`src/rtl/int_to_float_encoder.sv`:
```
// int_to_float_encoder: converts a 32-bit integer to an IEEE-754 single-precision pattern.
// Normalises one bit per cycle, then rounds to nearest even. Uses valid/ready on both sides.
// Optional build macro FLOAT_CLASS_OUT_EN adds a registered float_type[4:0] class output.
module int_to_float_encoder #(
  parameter bit SIGNED = 1'b1
) (
  input  logic        clk,
  input  logic        reset,
  input  logic [31:0] int_in,
  input  logic        in_valid,
  output logic        in_ready,
  output logic [31:0] float_out,
  output logic        out_valid,
  input  logic        out_ready
`ifdef FLOAT_CLASS_OUT_EN
  ,
  output logic [4:0]  float_type
`endif
);

  typedef enum logic [1:0] {
    ST_IDLE  = 2'd0,
    ST_NORM  = 2'd1,
    ST_ROUND = 2'd2,
    ST_DONE  = 2'd3
  } state_t;

  // Exponent for a value whose MSB sits at bit 31: 127 + 31.
  localparam logic [7:0] EXP_TOP = 8'd158;

  state_t      state_q, state_d;
  logic        sign_q, sign_d;
  logic [31:0] mag_q, mag_d;
  logic [7:0]  exp_q, exp_d;
  logic [31:0] float_q, float_d;
  logic        in_ready_q, in_ready_d;
  logic        out_valid_q, out_valid_d;
`ifdef FLOAT_CLASS_OUT_EN
  logic [4:0]  ftype_q, ftype_d;
`endif

  // Rounding terms, taken from the normalised magnitude (bit 31 is the hidden one).
  logic [22:0] frac;
  logic        guard, sticky, round_up;
  logic [23:0] frac_sum;
  logic [7:0]  exp_rnd;

  assign frac     = mag_q[30:8];
  assign guard    = mag_q[7];
  assign sticky   = |mag_q[6:0];
  assign round_up = guard & (sticky | frac[0]);
  assign frac_sum = {1'b0, frac} + {23'd0, round_up};
  // A carry out of an all-ones fraction leaves frac_sum[22:0] at zero and bumps the exponent.
  assign exp_rnd  = exp_q + {7'd0, frac_sum[23]};

  // Next-state and next-output computation for the convert FSM.
  always_comb begin
    state_d     = state_q;
    sign_d      = sign_q;
    mag_d       = mag_q;
    exp_d       = exp_q;
    float_d     = float_q;
    in_ready_d  = in_ready_q;
    out_valid_d = out_valid_q;
`ifdef FLOAT_CLASS_OUT_EN
    ftype_d     = ftype_q;
`endif
    case (state_q)
      ST_IDLE: begin
        if (in_valid && in_ready_q) begin
          sign_d     = SIGNED & int_in[31];
          // Negating 32'h80000000 yields itself, which is the correct unsigned magnitude.
          mag_d      = sign_d ? (~int_in + 32'd1) : int_in;
          in_ready_d = 1'b0;
          if (mag_d == 32'd0) begin
            float_d     = 32'd0;
            out_valid_d = 1'b1;
            state_d     = ST_DONE;
`ifdef FLOAT_CLASS_OUT_EN
            ftype_d     = 5'b00001;
`endif
          end else begin
            exp_d   = EXP_TOP;
            state_d = ST_NORM;
          end
        end
      end
      ST_NORM: begin
        if (!mag_q[31]) begin
          mag_d = mag_q << 1;
          exp_d = exp_q - 8'd1;
        end else begin
          state_d = ST_ROUND;
        end
      end
      ST_ROUND: begin
        float_d     = {sign_q, exp_rnd, frac_sum[22:0]};
        out_valid_d = 1'b1;
        state_d     = ST_DONE;
`ifdef FLOAT_CLASS_OUT_EN
        ftype_d     = 5'b00010;
`endif
      end
      ST_DONE: begin
        if (out_ready) begin
          out_valid_d = 1'b0;
          in_ready_d  = 1'b1;
          state_d     = ST_IDLE;
        end
      end
      default: state_d = ST_IDLE;
    endcase
  end

  // State and registered outputs; reset overrides any handshake in the same cycle.
  always_ff @(posedge clk) begin
    if (reset) begin
      state_q     <= ST_IDLE;
      sign_q      <= 1'b0;
      mag_q       <= 32'd0;
      exp_q       <= 8'd0;
      float_q     <= 32'd0;
      in_ready_q  <= 1'b1;
      out_valid_q <= 1'b0;
`ifdef FLOAT_CLASS_OUT_EN
      ftype_q     <= 5'b00000;
`endif
    end else begin
      state_q     <= state_d;
      sign_q      <= sign_d;
      mag_q       <= mag_d;
      exp_q       <= exp_d;
      float_q     <= float_d;
      in_ready_q  <= in_ready_d;
      out_valid_q <= out_valid_d;
`ifdef FLOAT_CLASS_OUT_EN
      ftype_q     <= ftype_d;
`endif
    end
  end

  assign in_ready  = in_ready_q;
  assign out_valid = out_valid_q;
  assign float_out = float_q;
`ifdef FLOAT_CLASS_OUT_EN
  assign float_type = ftype_q;
`endif

endmodule

```
`config.mk`:
```
export PLATFORM = sky130hd
export DESIGN_NAME = int_to_float_encoder
export DESIGN_NICKNAME = d
export VERILOG_FILES = /design/src/rtl/int_to_float_encoder.sv
export SDC_FILE = /design/constraint.sdc
export NUM_CORES = 1
export LEC_CHECK = 0
export ABC_AREA = 1
export BUFFER_PORTS_ARGS = -buffer_cell sky130_fd_sc_hd__buf_4
export CAP_MARGIN = 30
export CORE_MARGIN = 5
export CORE_UTILIZATION = 60
export DETAILED_ROUTE_END_ITERATION = 10
export GPL_ROUTABILITY_DRIVEN = 0
export HOLD_SLACK_MARGIN = 0.08
export PLACE_DENSITY = 0.87
export SETUP_SLACK_MARGIN = 0.4
export SLEW_MARGIN = 5
export SYNTH_ARGS = -nofsm -noshare
export SYNTH_HDL_FRONTEND = slang
export SYNTH_SLANG_ARGS = --single-unit
```
`constraint.sdc`:
```
create_clock -name clk -period 4.41 [get_ports clk]
set_clock_uncertainty 0.05 [all_clocks]
set_input_delay 1.1025 -clock clk [delete_from_list [all_inputs] [get_ports clk]]
set_output_delay 1.1025 -clock clk [all_outputs]
set_load 0.02 [all_outputs]
```
# After elaboration in Yosys (flattened, before gate mapping)
# Index checks and enable logic that the tools add are counted.
word_totals:
  mem_bits_rw: 0
  memories: 0
  mem_bits_ro: 0
  latch_bits: 0
  output_inout_bits: 34
  word_cells: 63
  ff_bits: 77
op_classes:
  muxes: 23
  mul: 0
  reduce_logical: 16
  order_cmp: 0
  n_addsub: 4
  div: 0
  shifts: 0
  n_eq_ne: 9
  bitwise: 3
ops:
  columns: ["operator", "n"]
  rows:
  - ["2-to-1 mux 32 bit", 5]
  - ["one-hot mux 32 bit (2 select lines)", 2]
  - ["adder 32 x 1 -> 32 bit (second input constant)", 1]
  - ["logical NOT 32 bit", 1]
  - ["NOT 32 bit", 1]
  - ["adder 23 x 1 -> 24 bit", 1]
  - ["2-to-1 mux 8 bit", 3]
  - ["one-hot mux 8 bit (2 select lines)", 1]
  - ["!= test 2 bit (second input constant)", 6]
  - ["AND reduction 3 bit", 4]
  - ["adder 8 x 1 -> 8 bit", 1]
  - ["2-to-1 mux 2 bit", 4]
  - ["one-hot mux 2 bit (4 select lines)", 1]
  - ["AND reduction 4 bit", 2]
  - ["subtractor 8 x 1 -> 8 bit (second input constant)", 1]
  - ["OR reduction 7 bit", 1]
  - ["nonzero test 2 bit", 3]
  - ["2-to-1 mux 1 bit", 5]
  - ["== test 2 bit (second input constant)", 2]
  - ["AND reduction 2 bit", 2]
  - ["one-hot mux 1 bit (3 select lines)", 1]
  - ["nonzero test 3 bit", 1]
  - ["== test 2 x 1 -> 1 bit (second input constant)", 1]
  - ["logical NOT 2 bit", 1]
  - ["other kinds (4)", 4]

# Longest topological paths before layout
# Gate-level depths: netlist of the first run.
depth:
  ltp_word: 7
  mapped_depth: 21
  mapped_depth_nobuf: 21

# Worst setup path after synthesis of the first run
# No wires, ideal clock.
synth_path:
  kind: "input -> register"
  from: "in int_in[0]"
  to: "reg float_q[21] (netlist: float_out[21])"
  stages: 18
  t_arrival_ns: 2.831
  slack_ns: 1.416
  path_buffers: 1
  path_cell_list: "inv_1 > ha_1 > nand2_2 > nor2_4 > nand2_1 > nand2_2 > nand2_1 > nand2_1 > nand2_1 > nor2_1 > nand2_1 > nor2_2 > nand3_2 > nand2_4 > nand2_4 > buf_2 > nor2_1 > nor2_1"
synth_via:
  elab_chain_len: 6
synth_lines:
  columns: ["item", "line", "text"]
  rows:
  - ["start: declaration", "9", "input logic [31:0] int_in,"]
  - ["NOT 32 bit", "73", "mag_d = sign_d ? (~int_in + 32'd1) : int_in;"]
  - ["adder 32 x 1 -> 32 bit", "73", null]
  - ["2-to-1 mux 32 bit (*)", "73", null]
  - ["logical NOT 32 bit (*)", "75", "if (mag_d == 32'd0) begin"]
  - ["!= test 2 bit (no source line) (*)", null, null]
  - ["AND reduction 3 bit (no source line) (*)", null, null]
  - ["end signal: assignment", "133", "float_q <= float_d;"]
  - ["end: declaration", "35", "logic [31:0] float_q, float_d;"]
# Mark *: on every way between the ends. The rest lies on a longest branch, timed or not.
# A chain may end at the register's enable or synchronous reset.

# Final worst setup path of the first run
layout_path:
  from: "in int_in[0]"
  to: "reg float_q[9] (netlist: float_out[9])"
# Same word-level chain as after synthesis.

==> qor.txt, run 1 <==
Worst-path clk slew: 80 ps
HPWL Detailed: 10.7 mm
Final Setup Violations: 0
H-tree depth: 3
PwrDens: 592 mW/mm²
Crit Path Category: in -> reg
Placeable Area: 0.00872 mm²
Antenna Nets Post-Route: 0
Drt via density: 5.46
Syn_area_per_cell: 5.85 µm²
Worst EP required: 4650 ps
Number of synthesized register bits: 77
Drt initial violations: 475
Vias in the first global route: 5347
Synth Instances: 915
Max-Cap Viols: 0
Crit-path max FO: 24
Worst slew pin tran: 741 ps
# IOs: 70
Sink Count: 77
Overall die width: 104 µm
Tmin final: 3500 ps
CTS tree: yes
Status: finished clean
Placement row count: 34
Critical path launch point type: input port
Initial core utilization: 61.4%
Ratio of final minimum period to clock period: 79.3%
Fin. Hold Viols: 0
Fin. max-slew vios: 0
TritonCTS Buffers: 9
Synth Cell Area: 0.00535 mm²
Final core utilization: 69.7%
Remaining Overflow, GRT: 0
Fraction of registers with async set/reset: 0%
Worst IR drop on VDD: 491 µV
Sum Neg Setup Slack: 0 ps
Drt first pass iters: 5
Top-area cell type share of the netlist area: 28.8%
Chip Height: 104 µm
Main area contributors after synthesis: dfxtp_1, nand2_1, nor2_1, nand3_1, a21oi_1
Clock Path Buffers: 2
Ys flop type: dfxtp_1
Area grow syn2layout: 13.5%
Yosys top cell by area: dfxtp_1
R2R Setup Slk: 1060 ps
Diodes inserted: 0
DRT Wirelength: 14.0 mm
Via count: 5873
First-pass GRT wire length: 24.1 mm
Later-pin clock latency in the skew report: 350 ps
Yosys warning count: 0
Leak: 2.91 nW
Hold WC Path Type: reg -> reg
Crit end category: flop
Post_cts resized: 0
Layout cells sized above 1: 11.7%
RSZ-0062 raised after global routing: no
Initial antenna violation count: 0
DRC violations left: 0
Register area share after synthesis: 28.8%
Post-Synthesis Net Count: 961
Nets: 1009
Drt wl/cell: 13.1 µm
Total track usage: 25.7%
Die area: 0.0109 mm²
Hold buffers post-CTS: 0
Crit path DAT: 3740 ps
EDFF count, synth: 0
Pin count of the biggest net entering global routing: 51
Max Clk Rate: 286 MHz
Setup repair bufs after CTS: 0
Worst slew margin: 50.5%
Synth cell types: 35
Root Buffer: clkbuf_8
Port-buffer cells: 69
worst paths after layout:
kind | startpoint | to | depth (start not counted)
min reg2reg | sign_q$_SDFFE_PP0P_ | sign_q$_SDFFE_PP0P_ | 2
max reg2reg | mag_q[8]$_SDFFE_PP0P_ | float_out[30]$_SDFFE_PP0P_ | 21
max | int_in[0] | float_out[9]$_SDFFE_PP0P_ | 19
min | sign_q$_SDFFE_PP0P_ | sign_q$_SDFFE_PP0P_ | 2
cells by family (layout without fill, tap and decap cells):
kind of cell / Yosys count / after routing / synth area share [%]
xor gates and xnor gates: 4 / 4 / 0.654
adders and majority gates: 10 / 10 / 2.34
and+or+nand+nor: 566 / 566 / 45.1
AOI/OAI and AO/OA: 129 / 129 / 13.5
buffers and inverters: 129 / 181 / 9.63
DFF: 77 / 77 / 28.8
per-layer routing:
layer / track usage [%] / share of wire (%) / vias to the layer above / wire [µm]
met5: 0 / 0 / - / 0
met4: 8.14 / 2.2 / 0 / 315
met3: 4.03 / 6.2 / 35 / 866
met2: 42.1 / 45 / 197 / 6390
met1: 34.4 / 46 / 2587 / 6470
li1: - / - / 3054 / -
cells in the mapped netlist, types with 3 or more instances:
cell,n
a221oi_1,14
nor2_1,151
inv_1,88
or2_2,4
a21oi_1,67
buf_2,7
nand2_2,3
buf_6,3
o21ai_0,37
clkbuf_1,26
xor2_1,3
nand4_1,8
dfxtp_1,77
ha_1,10
nor2_2,7
nor3_1,13
nand3_1,95
nand3b_1,11
o211ai_1,3
nand2_1,265
worst max-delay path: stages:
cell and delay (ps):
buf_4 110, inv_1 120, ha_1 220, nand2_2 110, nor2_4 190, nand2_1 110
nand2_2 100, nand2_1 60, nand2_1 60, nand2_1 60, nor2_1 110, nand2_1 90
nor2_2 150, nand3_2 150, nand2_4 250, nand2_4 220, inv_2 320, nor2_1 80
nor2_1 90
layout by cell type (no fill, tap or decap):
cell type and instances:
nand3_1 95, a21oi_1 67, nand4_1 8, inv_6 1, and2_1 1, or2_2 4, o21ai_1 1, clkinvlp_4 3
a22oi_1 2, nor2_1 150, a211oi_1 2, buf_8 1, clkbuf_8 9, nor2_2 8, dfxtp_1 77, buf_4 74
inv_2 2, nor3_1 13, bufinv_16 1, clkinv_1 1, o21ai_0 37, xor2_1 3, xnor2_1 1, o211ai_1 3
nand2_2 3, o221ai_1 1, nand3_2 2, nor4_1 1, nand4_2 1, nand2_1 265, ha_1 10, o21bai_1 2
nor2_4 2, clkbuf_1 1, nand2_4 2, nand3b_1 11, a221oi_1 14, inv_1 88
where the power goes:
group	internal, mW	switching [mW]
Combinational	0.647	1.18
Clock	0.261	0.268
Sequential	0.981	0.266
state kept, by name, summed over array words and instances (netlist names):
register	cells
in_ready	1
float_out	32
state_q	2
out_valid	1
sign_q	1
exp_q	8
mag_q	32
stage by stage:
stage / hold WS [ps] / area (µm²) / power, mW / std cells / setup WS (ps)
after CTS: 406 / 6080 / 3.58 / 1075 / 947
final: 408 / 6080 / 3.60 / 1075 / 912
after global routing: 444 / 6080 / 3.91 / 1075 / 529
after detailed placement: 394 / 5890 / 3.05 / 1060 / 582
after global placement: 388 / 5870 / 3.00 / 1059 / 684
after floorplan: 374 / 5350 / 2.54 / 915 / 1420
final cells by class:
type	count	area, µm²
well taps	108	135
clock buffers	10	128
fillers	830	2640
repair buffers	75	571
flip-flops and latches	77	1540
multi-input cells	709	3300
clock inverters	5	61.3
inverters	91	342
(Power assumes the default switching activity.)
==> inputs of run 2 (changes only) <==
CORE_UTILIZATION = 59   (was 60)
PLACE_DENSITY = 0.86   (was 0.87)
clock period = 3.5 ns   (was 4.41 ns; I/O delays follow)
==> qor.txt, run 2 (same netlist as run 1, synthesis figures left out) <==
Remaining Overflow, GRT: 0 (unchanged)
Overall die width: 105 µm (+0.77%)
Worst slew margin: 63.7% (+13 points)
RSZ-0062 raised after global routing: no
Most frequent CP cell: nand2_1
Drt via density: 5.46 (about the same)
Leak: 2.98 nW (+2.3%)
DRC violations left: 0 (unchanged)
Die area: 0.0111 mm² (+1.5%)
Slowest CP cell: ha_2
Crit-path leading delay family: simple AND/OR/NAND/NOR gates
Fin. max-slew vios: 0 (unchanged)
Placeable Area: 0.00876 mm² (+0.49%)
TritonCTS Buffers: 9 (unchanged)
# IOs: 70 (unchanged)
Drt initial violations: 456 (-4.0%)
Total track usage: 25.6% (-0.051 points)
Root Buffer: clkbuf_8
Max incr delay on CP: 220 ps (-100 ps)
Worst EP required: 3690 ps (-960 ps)
Fin. Hold Viols: 0 (unchanged)
Hold WC Path Type: reg -> reg
Via count: 5912 (+0.66%)
Status: finished clean
Initial core utilization: 61.1% (-0.30 points)
Sum Neg Setup Slack: 0 ps (unchanged)
DRT Wirelength: 14.2 mm (+1.3%)
Pin count of the biggest net entering global routing: 45 (-12%)
HPWL Detailed: 10.8 mm (+0.19%)
Worst slew pin tran: 543 ps (-198 ps)
Crit path DAT: 3120 ps (-620 ps)
Initial antenna violation count: 0 (unchanged)
PwrDens: 747 mW/mm² (+26%)
Most common cell after layout, fill and taps aside: nand2_1
Drt wl/cell: 13.1 µm (+0.59%)
Ratio of final minimum period to clock period: 83.9%
H-tree depth: 3 (unchanged)
Max Clk Rate: 341 MHz
Critical path launch point type: input port
Sink Count: 77 (unchanged)
Crit end category: flop
Worst-path clk slew: 80 ps (about the same)
Final core utilization: 71.0% (+1.3 points)
Diodes inserted: 0 (unchanged)
Antenna Nets Post-Route: 0 (unchanged)
CP Buf/Inv Count: 3 (unchanged)
Layout cells sized above 1: 14.1% (+2.4 points)
Hold buffers post-CTS: 0 (unchanged)
Chip Height: 105 µm (+0.77%)
Number of fill cells in the layout: 803 (-3.3%)
First-pass GRT wire length: 24.3 mm (+0.48%)
Final worst slack: 565 ps (-347 ps)
Worst IR drop on VDD: 452 µV (-7.8%)
Vias in the first global route: 5293 (-1.0%)
Drt first pass iters: 6 (+1)
Placement row count: 34 (unchanged)
Final Setup Violations: 0 (unchanged)
Clock Path Buffers: 2 (unchanged)
Area grow syn2layout: 16.1%
Crit Path Category: in -> reg
Max-Cap Viols: 0 (unchanged)
Later-pin clock latency in the skew report: 350 ps (about the same)
Tmin final: 2940 ps
CP Cell Sequence: buf_4 -> inv_1 -> ha_2 -> nand2_2 -> nor2_4 -> nand2_1 -> nand2_2 -> nand2_1 -> nand2_1 -> nand2_1 -> nor2_1 -> nand3_1 -> nor2_2 -> nand3_2 -> nand2_4 -> nand2_4 -> buf_4 -> nor2_1 -> nor2_1
Commonest cells after routing, fill and taps aside: nand2_1, nor2_1, nand3_1
CTS tree: yes
Pre-CTS setup slack: 190 ps (-393 ps)
Crit-path max FO: 22 (-8.3%)
Port-buffer cells: 69 (unchanged)
Nets: 1018 (+0.89%)
run 2: final timing paths:
kind,cells after the start,start,slack (ps),endpoint
max,19,int_in[0],560,float_out[21]$_SDFFE_PP0P_
min,2,float_out[25]$_SDFFE_PP0P_,420,float_out[25]$_SDFFE_PP0P_
max reg2reg,20,mag_q[7]$_SDFFE_PP0P_,650,float_out[29]$_SDFFE_PP0P_
min reg2reg,2,float_out[25]$_SDFFE_PP0P_,420,float_out[25]$_SDFFE_PP0P_
run 2: timing repair:
action	in CTS	in global routing
gates resized for setup	1	21
endpoints found under the setup margin	1	32
pin swaps	0	7
setup buffers	0	4
run 2: stage by stage:
step,hold slack (ps),std cells,cell area [µm²],total power [mW]
6_report,422,1083,6220,4.64
5_1_grt,451,1083,6220,5.06
3_3_place_gp,388,1065,5930,3.81
4_1_cts,411,1079,6140,4.57
3_5_place_dp,399,1065,5930,3.85
2_1_floorplan,374,915,5350,3.20
run 2: cell type report:
type                    instances  area [µm²]  share of cell area (%)
well taps                     108         135                    2.17
inverters                      91         343                    5.51
flip-flops and latches         77        1550                    24.9
multi-input cells             709        3340                    53.8
repair buffers                 84         643                    10.3
clock buffers                   9         124                    1.99
clock inverters                 5        77.6                    1.25
run 2: report_power, final:
group	total [mW]	switching [mW]	internal (mW)
Clock	0.705	0.314	0.391
Combinational	2.36	1.50	0.857
Sequential	1.58	0.331	1.25
run 2: worst register-to-register path, cell delays in order, from the launching register on:
cell,delay [ps]
dfxtp_2,370
nand2_4,80
nor2_4,120
nand3_1,110
nor2_2,150
inv_1,70
nor2_2,100
nand4_1,120
nor3_2,210
nand2_1,110
nor3_2,130
ha_2,200
ha_2,180
nand3_1,100
nor2_1,160
inv_1,70
o21ai_1,130
nand3_1,90
nand3_1,100
nand2_1,60
nor2_1,100
run 2: metal layers:
layer	vias up	GRT usage, %	wire (µm)
li1	3067	-	-
met1	2617	34.5	6440
met2	212	42.5	6590
met3	16	3.85	991
met4	0	7.31	208
met5	-	0	0
==> inputs of run 3 (changes only) <==
clock period = 2.9 ns   (was 3.5 ns; I/O delays follow)
==> qor.txt, run 3 (same netlist as run 1, synthesis figures left out) <==
Status: finished clean
Critical path launch point type: flop
Area after DPL: 0.00619 mm² (+4.3%)
Nets: 1083 (+6.4%)
Crit end category: flop
Drt first pass iters: 8 (+2)
Via count: 6573 (+11%)
Worst slew pin tran: 391 ps (-153 ps)
# IOs: 70 (unchanged)
Max-Cap Viols: 0 (unchanged)
Overall die width: 105 µm (unchanged)
Pre-CTS setup slack: -34.5 ps (-224 ps)
Worst slew margin: 73.7% (+9.9 points)
Hold buffers post-CTS: 0 (unchanged)
Final worst slack: 81.7 ps (-483 ps)
Drt wl/cell: 14.6 µm (+11%)
Crit path DAT: 3070 ps (-50 ps)
Crit Path Category: reg -> reg
Initial antenna violation count: 0 (unchanged)
Layout cells sized above 1: 26.5% (+12 points)
Area grow syn2layout: 34.4%
Hold Slack: 427 ps (+5.07 ps)
Fin. max-slew vios: 0 (unchanged)
HPWL Detailed: 11.0 mm (+2.1%)
PwrDens: 861 mW/mm² (+15%)
Total track usage: 27.5% (+1.9 points)
Fin. Hold Viols: 0 (unchanged)
Chip Height: 105 µm (unchanged)
TritonCTS Buffers: 9 (unchanged)
Root Buffer: clkbuf_8
Worst-path clk slew: 90 ps (about the same)
Worst IR drop on VDD: 452 µV (-0.11%)
Placeable Area: 0.00876 mm² (unchanged)
Later-pin clock latency in the skew report: 360 ps (about the same)
Leak: 3.39 nW (+14%)
Pwr Total: 6.20 mW (+34%)
Port-buffer cells: 69 (unchanged)
Sum Neg Setup Slack: 0 ps (unchanged)
DRT Wirelength: 16.8 mm (+18%)
Crit-path max FO: 3 (-86%)
Placement row count: 34 (unchanged)
DRC violations left: 0 (unchanged)
Final core utilization: 82.1% (+11 points)
Final std cells w/o fill: 1150 (+6.2%)
Vias in the first global route: 5694 (+7.6%)
Final Cell Area: 0.00720 mm² (+16%)
Remaining Overflow, GRT: 0 (unchanged)
Tmin final: 2820 ps
RSZ-0062 raised after global routing: yes
Drt via density: 5.72 (+4.7%)
First-pass GRT wire length: 26.2 mm (+7.8%)
Commonest cells after routing, fill and taps aside: nand2_1, buf_4, nor2_1
Sink Count: 77 (unchanged)
Ratio of final minimum period to clock period: 97.2%
Diodes inserted: 0 (unchanged)
Final Setup Violations: 0 (unchanged)
Clock Path Buffers: 2 (unchanged)
Antenna Nets Post-Route: 0 (unchanged)
Initial core utilization: 61.1% (unchanged)
Most common cell after layout, fill and taps aside: nand2_1
Die area: 0.0111 mm² (unchanged)
Hold WC Path Type: reg -> reg
CTS tree: yes
Max Clk Rate: 355 MHz
Worst EP required: 3150 ps (-540 ps)
Placed Instances: 1087 (+2.1%)
Pin count of the biggest net entering global routing: 45 (unchanged)
H-tree depth: 3 (unchanged)
Drt initial violations: 565 (+24%)
[run 3: per-layer routing]
layer | wire [µm] | track usage [%]
met3 | 1420 | 4.83
met5 | 0 | 0
met4 | 497 | 11.2
met2 | 8110 | 44.6
met1 | 6770 | 36.1
[run 3: worst paths after layout]
| check | start | endpoint | slack, ps | cells past startpoint |
|---|---|---|---|---|
| hold reg to reg | sign_q$_SDFFE_PP0P_ | sign_q$_SDFFE_PP0P_ | 430 | 2 |
| setup / recovery | mag_q[8]$_SDFFE_PP0P_ | float_out[30]$_SDFFE_PP0P_ | 80 | 21 |
| hold / removal | sign_q$_SDFFE_PP0P_ | sign_q$_SDFFE_PP0P_ | 430 | 2 |
| setup reg to reg | mag_q[8]$_SDFFE_PP0P_ | float_out[30]$_SDFFE_PP0P_ | 80 | 21 |
[run 3: critical path, cell delays in order, from the launching register on]
cell,delay (ps)
dfxtp_2,370
nand2_4,70
nor2_4,90
nand3_2,110
nor2_4,140
inv_2,60
nor2_4,110
nand4_1,100
nor3_2,190
nand2_1,120
nor3_2,160
ha_2,220
nand3_2,90
nor2_2,120
inv_2,70
nor3_4,140
inv_2,60
o21ai_2,110
nand3_1,80
nand3_1,100
nand2_1,60
nor2_1,140
[run 3: final cells by class]
class	instances	area (µm²)
Clock buffer	11	151
Inverter	91	355
Sequential cell	77	1550
Multi-Input combinational cell	709	3740
Tap cell	108	135
Clock inverter	5	58.8
Timing Repair Buffer	149	1210
Fill cell	611	1570
[run 3: timing repair]
item,in CTS,in global routing
endpoints found under the setup margin,32,59
resized for setup,22,102
setup buffers,19,27
gates cloned,0,1
pin swaps,15,21
hold endpoints to repair,0,0
[run 3: where the power goes]
| group | internal [mW] | switching [mW] |
|---|---|---|
| registers | 1.50 | 0.445 |
| clock network | 0.444 | 0.409 |
| logic | 1.35 | 2.05 |
